===== config.mk =====
export PLATFORM = sky130hd
export DESIGN_NAME = dma_apb_master_flat
export DESIGN_NICKNAME = d
export VERILOG_FILES = /design/src/rtl/dma_apb_master_if.sv /design/src/rtl/dma_apb_master.sv /design/src/flat_wrapper.sv
export SDC_FILE = /design/constraint.sdc
export NUM_CORES = 1
export LEC_CHECK = 0
export CAP_MARGIN = 10
export CORE_MARGIN = 5
export CORE_UTILIZATION = 28
export CTS_CLUSTER_SIZE = 16
export DETAILED_ROUTE_END_ITERATION = 8
export DONT_BUFFER_PORTS = 1
export PLACE_DENSITY = 0.41
export SYNTH_ARGS = -nofsm -noshare
export SYNTH_HDL_FRONTEND = slang
export SYNTH_SLANG_ARGS = --single-unit

===== constraint.sdc =====
create_clock -name clk -period 2.02 [get_ports clk]
set_input_delay 0.303 -clock clk [delete_from_list [all_inputs] [get_ports clk]]
set_output_delay 0.303 -clock clk [all_outputs]
set_load 0.1 [all_outputs]

===== src/rtl/dma_apb_master_if.sv =====
// Bundles the sequencer command/response handshake and the APB completer bus
// seen by dma_apb_master.
interface dma_apb_master_if;
    logic        cmd_valid;
    logic        cmd_ready;
    logic        cmd_write;
    logic [31:0] cmd_addr;
    logic [31:0] cmd_wdata;
    logic        rsp_valid;
    logic        rsp_ready;
    logic [31:0] rsp_rdata;
    logic        rsp_err;
    logic        rsp_timeout;
    logic        psel;
    logic        penable;
    logic        pwrite;
    logic [31:0] paddr;
    logic [31:0] pwdata;
    logic [31:0] prdata;
    logic        pready;
    logic        pslverr;

    modport master (
        input  cmd_valid, cmd_write, cmd_addr, cmd_wdata, rsp_ready,
        input  prdata, pready, pslverr,
        output cmd_ready, rsp_valid, rsp_rdata, rsp_err, rsp_timeout,
        output psel, penable, pwrite, paddr, pwdata
    );

    modport slave (
        output cmd_valid, cmd_write, cmd_addr, cmd_wdata, rsp_ready,
        output prdata, pready, pslverr,
        input  cmd_ready, rsp_valid, rsp_rdata, rsp_err, rsp_timeout,
        input  psel, penable, pwrite, paddr, pwdata
    );
endinterface


===== src/rtl/dma_apb_master.sv =====
// Single-outstanding APB requester for the DMA register map: turns one command
// into a SETUP/ACCESS transfer with wait-state timeout and returns one response.
module dma_apb_master #(
    parameter int TIMEOUT_CYCLES = 16
) (
    input logic         clk,
    input logic         rst,
    dma_apb_master_if.master bus
);
    typedef enum logic [1:0] {
        IDLE   = 2'd0,
        SETUP  = 2'd1,
        ACCESS = 2'd2,
        RESP   = 2'd3
    } state_t;

    // wait_cnt holds the number of ACCESS cycles already spent with pready low
    localparam logic [7:0] WAIT_LAST = 8'(TIMEOUT_CYCLES - 1);

    state_t      state_r, state_s;
    logic        psel_r, psel_s;
    logic        penable_r, penable_s;
    logic        pwrite_r, pwrite_s;
    logic [31:0] paddr_r, paddr_s;
    logic [31:0] pwdata_r, pwdata_s;
    logic        rsp_valid_r, rsp_valid_s;
    logic [31:0] rsp_rdata_r, rsp_rdata_s;
    logic        rsp_err_r, rsp_err_s;
    logic        rsp_timeout_r, rsp_timeout_s;
    logic [7:0]  wait_cnt_r, wait_cnt_s;

    // State register and registered copies of every bus/response output
    always_ff @(posedge clk) begin
        if (rst) begin
            state_r       <= IDLE;
            psel_r        <= 1'b0;
            penable_r     <= 1'b0;
            pwrite_r      <= 1'b0;
            paddr_r       <= 32'h0;
            pwdata_r      <= 32'h0;
            rsp_valid_r   <= 1'b0;
            rsp_rdata_r   <= 32'h0;
            rsp_err_r     <= 1'b0;
            rsp_timeout_r <= 1'b0;
            wait_cnt_r    <= 8'd0;
        end else begin
            state_r       <= state_s;
            psel_r        <= psel_s;
            penable_r     <= penable_s;
            pwrite_r      <= pwrite_s;
            paddr_r       <= paddr_s;
            pwdata_r      <= pwdata_s;
            rsp_valid_r   <= rsp_valid_s;
            rsp_rdata_r   <= rsp_rdata_s;
            rsp_err_r     <= rsp_err_s;
            rsp_timeout_r <= rsp_timeout_s;
            wait_cnt_r    <= wait_cnt_s;
        end
    end

    // Next state plus the values the outputs take in that next state
    always_comb begin
        state_s       = state_r;
        psel_s        = 1'b0;
        penable_s     = 1'b0;
        pwrite_s      = pwrite_r;
        paddr_s       = paddr_r;
        pwdata_s      = pwdata_r;
        rsp_valid_s   = 1'b0;
        rsp_rdata_s   = rsp_rdata_r;
        rsp_err_s     = rsp_err_r;
        rsp_timeout_s = rsp_timeout_r;
        wait_cnt_s    = 8'd0;
        case (state_r)
            IDLE: begin
                pwrite_s = 1'b0;
                paddr_s  = 32'h0;
                pwdata_s = 32'h0;
                if (bus.cmd_valid) begin
                    if (bus.cmd_addr[1:0] == 2'b00) begin
                        state_s  = SETUP;
                        psel_s   = 1'b1;
                        pwrite_s = bus.cmd_write;
                        paddr_s  = bus.cmd_addr;
                        pwdata_s = bus.cmd_write ? bus.cmd_wdata : 32'h0;
                    end else begin
                        state_s       = RESP;
                        rsp_valid_s   = 1'b1;
                        rsp_rdata_s   = 32'h0;
                        rsp_err_s     = 1'b1;
                        rsp_timeout_s = 1'b0;
                    end
                end else begin
                    state_s = IDLE;
                end
            end
            SETUP: begin
                state_s   = ACCESS;
                psel_s    = 1'b1;
                penable_s = 1'b1;
            end
            ACCESS: begin
                if (bus.pready) begin
                    state_s       = RESP;
                    rsp_valid_s   = 1'b1;
                    rsp_err_s     = bus.pslverr;
                    rsp_timeout_s = 1'b0;
                    rsp_rdata_s   = (!pwrite_r && !bus.pslverr) ? bus.prdata : 32'h0;
                    pwrite_s      = 1'b0;
                    paddr_s       = 32'h0;
                    pwdata_s      = 32'h0;
                end else if (wait_cnt_r == WAIT_LAST) begin
                    state_s       = RESP;
                    rsp_valid_s   = 1'b1;
                    rsp_err_s     = 1'b1;
                    rsp_timeout_s = 1'b1;
                    rsp_rdata_s   = 32'h0;
                    pwrite_s      = 1'b0;
                    paddr_s       = 32'h0;
                    pwdata_s      = 32'h0;
                end else begin
                    psel_s     = 1'b1;
                    penable_s  = 1'b1;
                    wait_cnt_s = wait_cnt_r + 8'd1;
                end
            end
            RESP: begin
                if (bus.rsp_ready) begin
                    state_s       = IDLE;
                    rsp_rdata_s   = 32'h0;
                    rsp_err_s     = 1'b0;
                    rsp_timeout_s = 1'b0;
                end else begin
                    rsp_valid_s = 1'b1;
                end
            end
            default: begin
                state_s       = IDLE;
                pwrite_s      = 1'b0;
                paddr_s       = 32'h0;
                pwdata_s      = 32'h0;
                rsp_rdata_s   = 32'h0;
                rsp_err_s     = 1'b0;
                rsp_timeout_s = 1'b0;
            end
        endcase
    end

    assign bus.cmd_ready   = (state_r == IDLE);
    assign bus.psel        = psel_r;
    assign bus.penable     = penable_r;
    assign bus.pwrite      = pwrite_r;
    assign bus.paddr       = paddr_r;
    assign bus.pwdata      = pwdata_r;
    assign bus.rsp_valid   = rsp_valid_r;
    assign bus.rsp_rdata   = rsp_rdata_r;
    assign bus.rsp_err     = rsp_err_r;
    assign bus.rsp_timeout = rsp_timeout_r;
endmodule


===== src/flat_wrapper.sv =====
// flat-port wrapper written by rule: the top's interface ports become plain ports
module dma_apb_master_flat 
#(
    parameter int TIMEOUT_CYCLES = 16
)
  (clk, rst, bus_cmd_valid, bus_cmd_write, bus_cmd_addr, bus_cmd_wdata, bus_rsp_ready, bus_prdata, bus_pready, bus_pslverr, bus_cmd_ready, bus_rsp_valid, bus_rsp_rdata, bus_rsp_err, bus_rsp_timeout, bus_psel, bus_penable, bus_pwrite, bus_paddr, bus_pwdata);
  dma_apb_master_if bus_i ();
  input logic clk;
  input logic rst;
  input wire logic [$bits(bus_i.cmd_valid)-1:0] bus_cmd_valid;
  input wire logic [$bits(bus_i.cmd_write)-1:0] bus_cmd_write;
  input wire logic [$bits(bus_i.cmd_addr)-1:0] bus_cmd_addr;
  input wire logic [$bits(bus_i.cmd_wdata)-1:0] bus_cmd_wdata;
  input wire logic [$bits(bus_i.rsp_ready)-1:0] bus_rsp_ready;
  input wire logic [$bits(bus_i.prdata)-1:0] bus_prdata;
  input wire logic [$bits(bus_i.pready)-1:0] bus_pready;
  input wire logic [$bits(bus_i.pslverr)-1:0] bus_pslverr;
  output wire logic [$bits(bus_i.cmd_ready)-1:0] bus_cmd_ready;
  output wire logic [$bits(bus_i.rsp_valid)-1:0] bus_rsp_valid;
  output wire logic [$bits(bus_i.rsp_rdata)-1:0] bus_rsp_rdata;
  output wire logic [$bits(bus_i.rsp_err)-1:0] bus_rsp_err;
  output wire logic [$bits(bus_i.rsp_timeout)-1:0] bus_rsp_timeout;
  output wire logic [$bits(bus_i.psel)-1:0] bus_psel;
  output wire logic [$bits(bus_i.penable)-1:0] bus_penable;
  output wire logic [$bits(bus_i.pwrite)-1:0] bus_pwrite;
  output wire logic [$bits(bus_i.paddr)-1:0] bus_paddr;
  output wire logic [$bits(bus_i.pwdata)-1:0] bus_pwdata;
  assign bus_i.cmd_valid = bus_cmd_valid;
  assign bus_i.cmd_write = bus_cmd_write;
  assign bus_i.cmd_addr = bus_cmd_addr;
  assign bus_i.cmd_wdata = bus_cmd_wdata;
  assign bus_i.rsp_ready = bus_rsp_ready;
  assign bus_i.prdata = bus_prdata;
  assign bus_i.pready = bus_pready;
  assign bus_i.pslverr = bus_pslverr;
  assign bus_cmd_ready = bus_i.cmd_ready;
  assign bus_rsp_valid = bus_i.rsp_valid;
  assign bus_rsp_rdata = bus_i.rsp_rdata;
  assign bus_rsp_err = bus_i.rsp_err;
  assign bus_rsp_timeout = bus_i.rsp_timeout;
  assign bus_psel = bus_i.psel;
  assign bus_penable = bus_i.penable;
  assign bus_pwrite = bus_i.pwrite;
  assign bus_paddr = bus_i.paddr;
  assign bus_pwdata = bus_i.pwdata;
  dma_apb_master #(.TIMEOUT_CYCLES(TIMEOUT_CYCLES)) u_core (.clk(clk), .rst(rst), .bus(bus_i));
endmodule

# --- Word-level counts from Yosys, hierarchy flattened ---
# Cells that the tools add are included.
totals:
  register_bits: 112
  input_bits: 103
  output_inout_bits: 103
classes:
  addsub: 1
  eq_ne: 8
  muxes: 48
  bitwise: 1
  reduce_logical: 11
ops:
  columns: ["cell", "n"]
  rows:
  - ["32-bit two-way mux", 12]
  - ["32-bit case mux with 2 select lines", 2]
  - ["32-bit case mux with 3 select lines", 1]
  - ["1-bit two-way mux", 21]
  - ["1-bit case mux with 3 select lines", 4]
  - ["2-bit two-way mux", 5]
  - ["8-bit by 1-bit adder with 8-bit output (second input constant)", 1]
  - ["8-bit by 4-bit == test with 1-bit output (second input constant)", 1]
  - ["2-bit case mux with 4 select lines", 1]
  - ["2-bit != test (second input constant)", 3]
  - ["5-bit AND reduction", 1]
  - ["2-bit == test (second input constant)", 2]
  - ["2-bit zero test", 2]
  - ["1-bit case mux with 2 select lines", 2]
  - ["2-bit AND reduction", 2]
  - ["4-bit OR reduction", 1]
  - ["3-bit by 2-bit != test with 1-bit output (second input constant)", 1]
  - ["3-bit nonzero test", 1]
  - ["2-bit by 1-bit == test with 1-bit output (second input constant)", 1]
  - ["1-bit zero test", 2]
  - ["2-bit nonzero test", 1]
  - ["1-bit logical AND", 1]
  - ["1-bit inverter", 1]

# --- Longest topological paths before layout ---
logic_depth:
  depth_word: 5
  mapped_depth: 8

# --- Least setup slack after synthesis ---
# OpenSTA, ideal clock, no wires.
synth_path:
  kind: "reg-to-reg"
  start: "reg u_core.state_r[0]"
  end: "reg u_core.pwdata_r[10] (netlist: u_core.bus.pwdata[10])"
  setup_time_ns: 0.062
  t_arrival_ns: 2.526
  t_required_ns: 1.958
  path_slack_ns: -0.569
  path_stages_with_launch: 9
  synth_period_minus_slack_ns: 2.589
  cell_sequence: "dfxtp_1 > inv_1 > ha_1 > nand2_1 > nor4b_1 > and2_1 > buf_2 > buf_2 > a22o_1"
synth_via:
  elab_chain_cells: 3
  elab_cells_between_ends: 6
  cone_classes: "eq/ne (2); mux (1); reduce/logical (3)"
synth_rtl:
  columns: ["item", "line", "text"]
  rows:
  - ["start: declaration", "dma_apb_master.sv:20", "state_t state_r, state_s;"]
  - ["start signal: assignment", "dma_apb_master.sv:47", "state_r <= state_s;"]
  - ["2-bit zero test *", null, null]
  - ["via bus_cmd_ready", "flat_wrapper.sv:18", "output wire logic [$bits(bus_i.cmd_ready)-1:0] bus_cmd_ready;"]
  - ["2-bit nonzero test (no source line)", null, null]
  - ["2-bit AND reduction (no source line)", null, null]
  - ["end signal: assignment", "dma_apb_master.sv:52", "pwdata_r <= pwdata_s;"]
  - ["end: declaration", "dma_apb_master.sv:25", "logic [31:0] pwdata_r, pwdata_s;"]
# The timed path passes the listed nets; every way through them passes the cells marked *.
# A chain may end at the register's enable or synchronous reset.

# --- Worst setup path after layout ---
layout_path:
  start: "reg u_core.state_r[0]"
  end: "reg u_core.paddr_r[21] (netlist: u_core.bus.paddr[21])"
layout_via:
  elab_chain_cells: 3
  elab_cells_between_ends: 6
  cone_classes: "eq/ne (2); mux (1); reduce/logical (3)"
layout_rtl:
  columns: ["item", "line", "text"]
  rows:
  - ["2-bit == test / 2-bit zero test (equally long branches)", "dma_apb_master.sv:74", "case (state_r)"]
  - ["3-bit by 2-bit != test with 1-bit output (no source line) / 2-bit nonzero test (equally long branches)", null, null]
  - ["2-bit AND reduction (no source line)", null, null]
  - ["end signal: assignment", "dma_apb_master.sv:51", "paddr_r <= paddr_s;"]
  - ["end: declaration", "dma_apb_master.sv:24", "logic [31:0] paddr_r, paddr_s;"]
# Several ways; a longest one is shown, not always the timed one.

==> results.json <==
{
  "io_pins": 206,
  "tns_ps": 0,
  "avgSynthCellArea_um2": 11.0,
  "htreeDepth": 3,
  "cellPowerDensity_mw_per_mm2": 1070,
  "drtIter0Drc": 86,
  "setup_viol": 0,
  "grt_usage_pct": 12.1,
  "first_pass_iters": 4,
  "cts_tree": "built",
  "cts.clk_slew.worst_paths_ps": 70,
  "endpoint_kind": "register",
  "synthDistinctLibCells": 33,
  "synth_edf_count": 0,
  "synth_fp_nets": 481,
  "cp-start-kind": "register",
  "via_per_inst": 4.61,
  "slew_headroom_pct": 34.8,
  "io_buffers": 0,
  "critPathKind": "register to register",
  "min_period_ps": 1820,
  "fillers": 1447,
  "cts_root_buf": "clkbuf_16",
  "synth_cells": 372,
  "area_growth_pct": 30.9,
  "rows": 44,
  "drc": 0,
  "hpwl_um": 7830,
  "synth_ff_type": "dfxtp_1",
  "start_util_pct": 28.3,
  "pwr-share-comb_pct": 29.2,
  "clock_latency_ps": 350,
  "worstPathArrival_ps": 2120,
  "cp.required_ps": 2320,
  "synth_area_mm2": 0.00409,
  "via_count": 3024,
  "switching_power_mw": 2.07,
  "gp_congestion": 0.794,
  "fmax_ghz": 0.548,
  "grt_max_degree": 66,
  "grt_pass1_vias": 3144,
  "async_reset_ff_share_pct": 0,
  "ant_nets": 0,
  "seqPwrFrac_pct": 41.0,
  "vdd_drop_max_mv": 0.415,
  "dieArea_mm2": 0.0171,
  "p_total_mw": 5.71,
  "synth-seq-area-share_pct": 54.9,
  "fin_nets": 575,
  "fin_skew_ps": 7.66,
  "numClockSinks": 112,
  "routed_wl_um": 10700,
  "whs_path_depth": 1,
  "p_int_mw": 3.64,
  "grt_pass1_wl_um": 16000,
  "wire_per_inst_um": 16.3,
  "fin_crit_sh_pct": 90.3,
  "path_max_fanout": 65,
  "ys_warn_count": 0,
  "grt-ovfl-total": 0,
  "die_w_um": 131,
  "cts_buffers": 9,
  "cts_hold_buf": 0,
  "status": "complete, no violations",
  "power_leakage_nw": 2.29,
  "cap_violations": 0,
  "r2r_cells": 6,
  "hold_viol_final": 0,
  "core_mm2": 0.0144,
  "die_h_um": 131,
  "synth-seq-cells": 112,
  "maxSlewViolCount": 0,
  "rsz0062_at_grt": "false",
  "switching_share_pct": 36.2,
  "cts_buffer_depth": 2,
  "antenna_found_initial": 1,
  "worstHoldPathType": "input pin to register",
  "drive_above_1_share_pct": 28.9,
  "p_clk_share_pct": 29.8,
  "tightest_slew_ps": 976
}
[stage by stage]
step                      cells  hold WS (ps)  cell area [µm²]  setup slack [ps]  util [%]
final                       656          31.6             5350               195      37.1
after global routing        655          22.6             5350              52.7      37.1
after CTS                   655          6.76             5340               105      37.0
after detailed placement    639           393             5060               122      35.1
after global placement      639           386             5060               175      35.1
after floorplan             372           418             4110              86.7         -
[registers in the layout, summed over array words and instances (netlist names), 2 cells and up]
| signal | flops |
|---|---|
| u_core.bus.paddr | 32 |
| u_core.bus.rsp_rdata | 32 |
| u_core.bus.pwdata | 32 |
| u_core.state_r | 2 |
| u_core.wait_cnt_r | 8 |
[area by class of cell]
cell class	instances	area, µm²	share of cell area [%]
antenna	1	2.50	0.0468
clock buffer	10	229	4.28
clock inverter	6	51.3	0.959
inverter	4	15.0	0.281
multi-input combinational	229	1720	32.1
sequential	112	2240	41.9
tap	184	230	4.30
timing repair buffer	110	863	16.1
[cells by family (layout without fill, tap and decap cells)]
family,after synthesis,count (layout),share of synthesized area [%]
buffers and inverters,31,130,4.16
XOR/XNOR,6,6,1.29
multiplexers,34,34,8.36
other,0,1,0
flip-flops,112,112,54.9
AO/OA/AOI/OAI,76,76,16.0
AND/OR/NAND/NOR,107,107,13.4
adder cells (fa/ha/maj),6,6,1.84
[final timing paths]
kind / start / end / slack [ps]
max: u_core.state_r[0] / u_core.bus.paddr[21] / 200
min: rst / u_core.state_r[1] / 30
max reg2reg: u_core.state_r[0] / u_core.bus.paddr[21] / 200
min reg2reg: u_core.wait_cnt_r[0] / u_core.wait_cnt_r[0] / 460
[placed cells by master, fill, tap and decap left out, types with 9 or more instances in the layout]
| cell type | netlist | layout |
|---|---|---|
| clkbuf_16 | 0 | 9 |
| a22o_1 | 62 | 62 |
| buf_4 | 0 | 107 |
| dfxtp_1 | 112 | 112 |
| nor2_1 | 15 | 15 |
| nand2b_1 | 38 | 38 |
| nand2_1 | 35 | 35 |
| mux2i_1 | 33 | 33 |
[critical path, cell delays in order, from the launching register on]
cell     delay [ps]
dfxtp_1         400
inv_1           110
ha_2            260
or2_2           310
a21oi_4         180
buf_12          280
a22o_1          200
[cell usage after synthesis, types with 2 or more instances]
library cell / instances / area share, %
ha_1: 6 / 1.8
a311oi_1: 3 / 0.64
nand2b_1: 38 / 5.8
xnor2_1: 4 / 0.86
a211oi_1: 2 / 0.37
clkbuf_1: 14 / 1.3
nor2_1: 15 / 1.4
xor2_1: 2 / 0.43
nand2_1: 35 / 3.2
mux2i_1: 33 / 8.1
buf_2: 7 / 0.86
dfxtp_1: 112 / 55
a21oi_1: 3 / 0.37
nor2b_1: 3 / 0.46
inv_1: 4 / 0.37
buf_6: 6 / 1.7
o21ai_0: 2 / 0.24
or2_2: 2 / 0.31
nand3_1: 4 / 0.49
a22o_1: 62 / 13
and2_1: 3 / 0.46
[power groups by stage]
stage / Combinational (mW) / Sequential, mW / Clock (mW)
floorplan: 0.808 / 2.96 / 0
detailed placement: 1.68 / 2.39 / 0
global placement: 1.67 / 2.39 / 0
global route: 1.76 / 2.35 / 1.84
CTS: 1.68 / 2.34 / 1.79
finish: 1.67 / 2.34 / 1.70
[timing repair]
| action | 4_1_cts | 5_1_grt |
|---|---|---|
| resized for setup | 0 | 1 |
| setup buffers | 0 | 0 |
| endpoints found under the setup margin | 0 | 81 |
[routing by layer]
layer | GRT usage, % | vias up | routed length (µm)
met5 | 0 | - | 0
met1 | 13.7 | 1362 | 4190
met3 | 5.45 | 16 | 1350
li1 | - | 1491 | -
met4 | 6.17 | 0 | 217
met2 | 19.3 | 155 | 4940
Note: power is estimated with default switching activity, not from simulation.
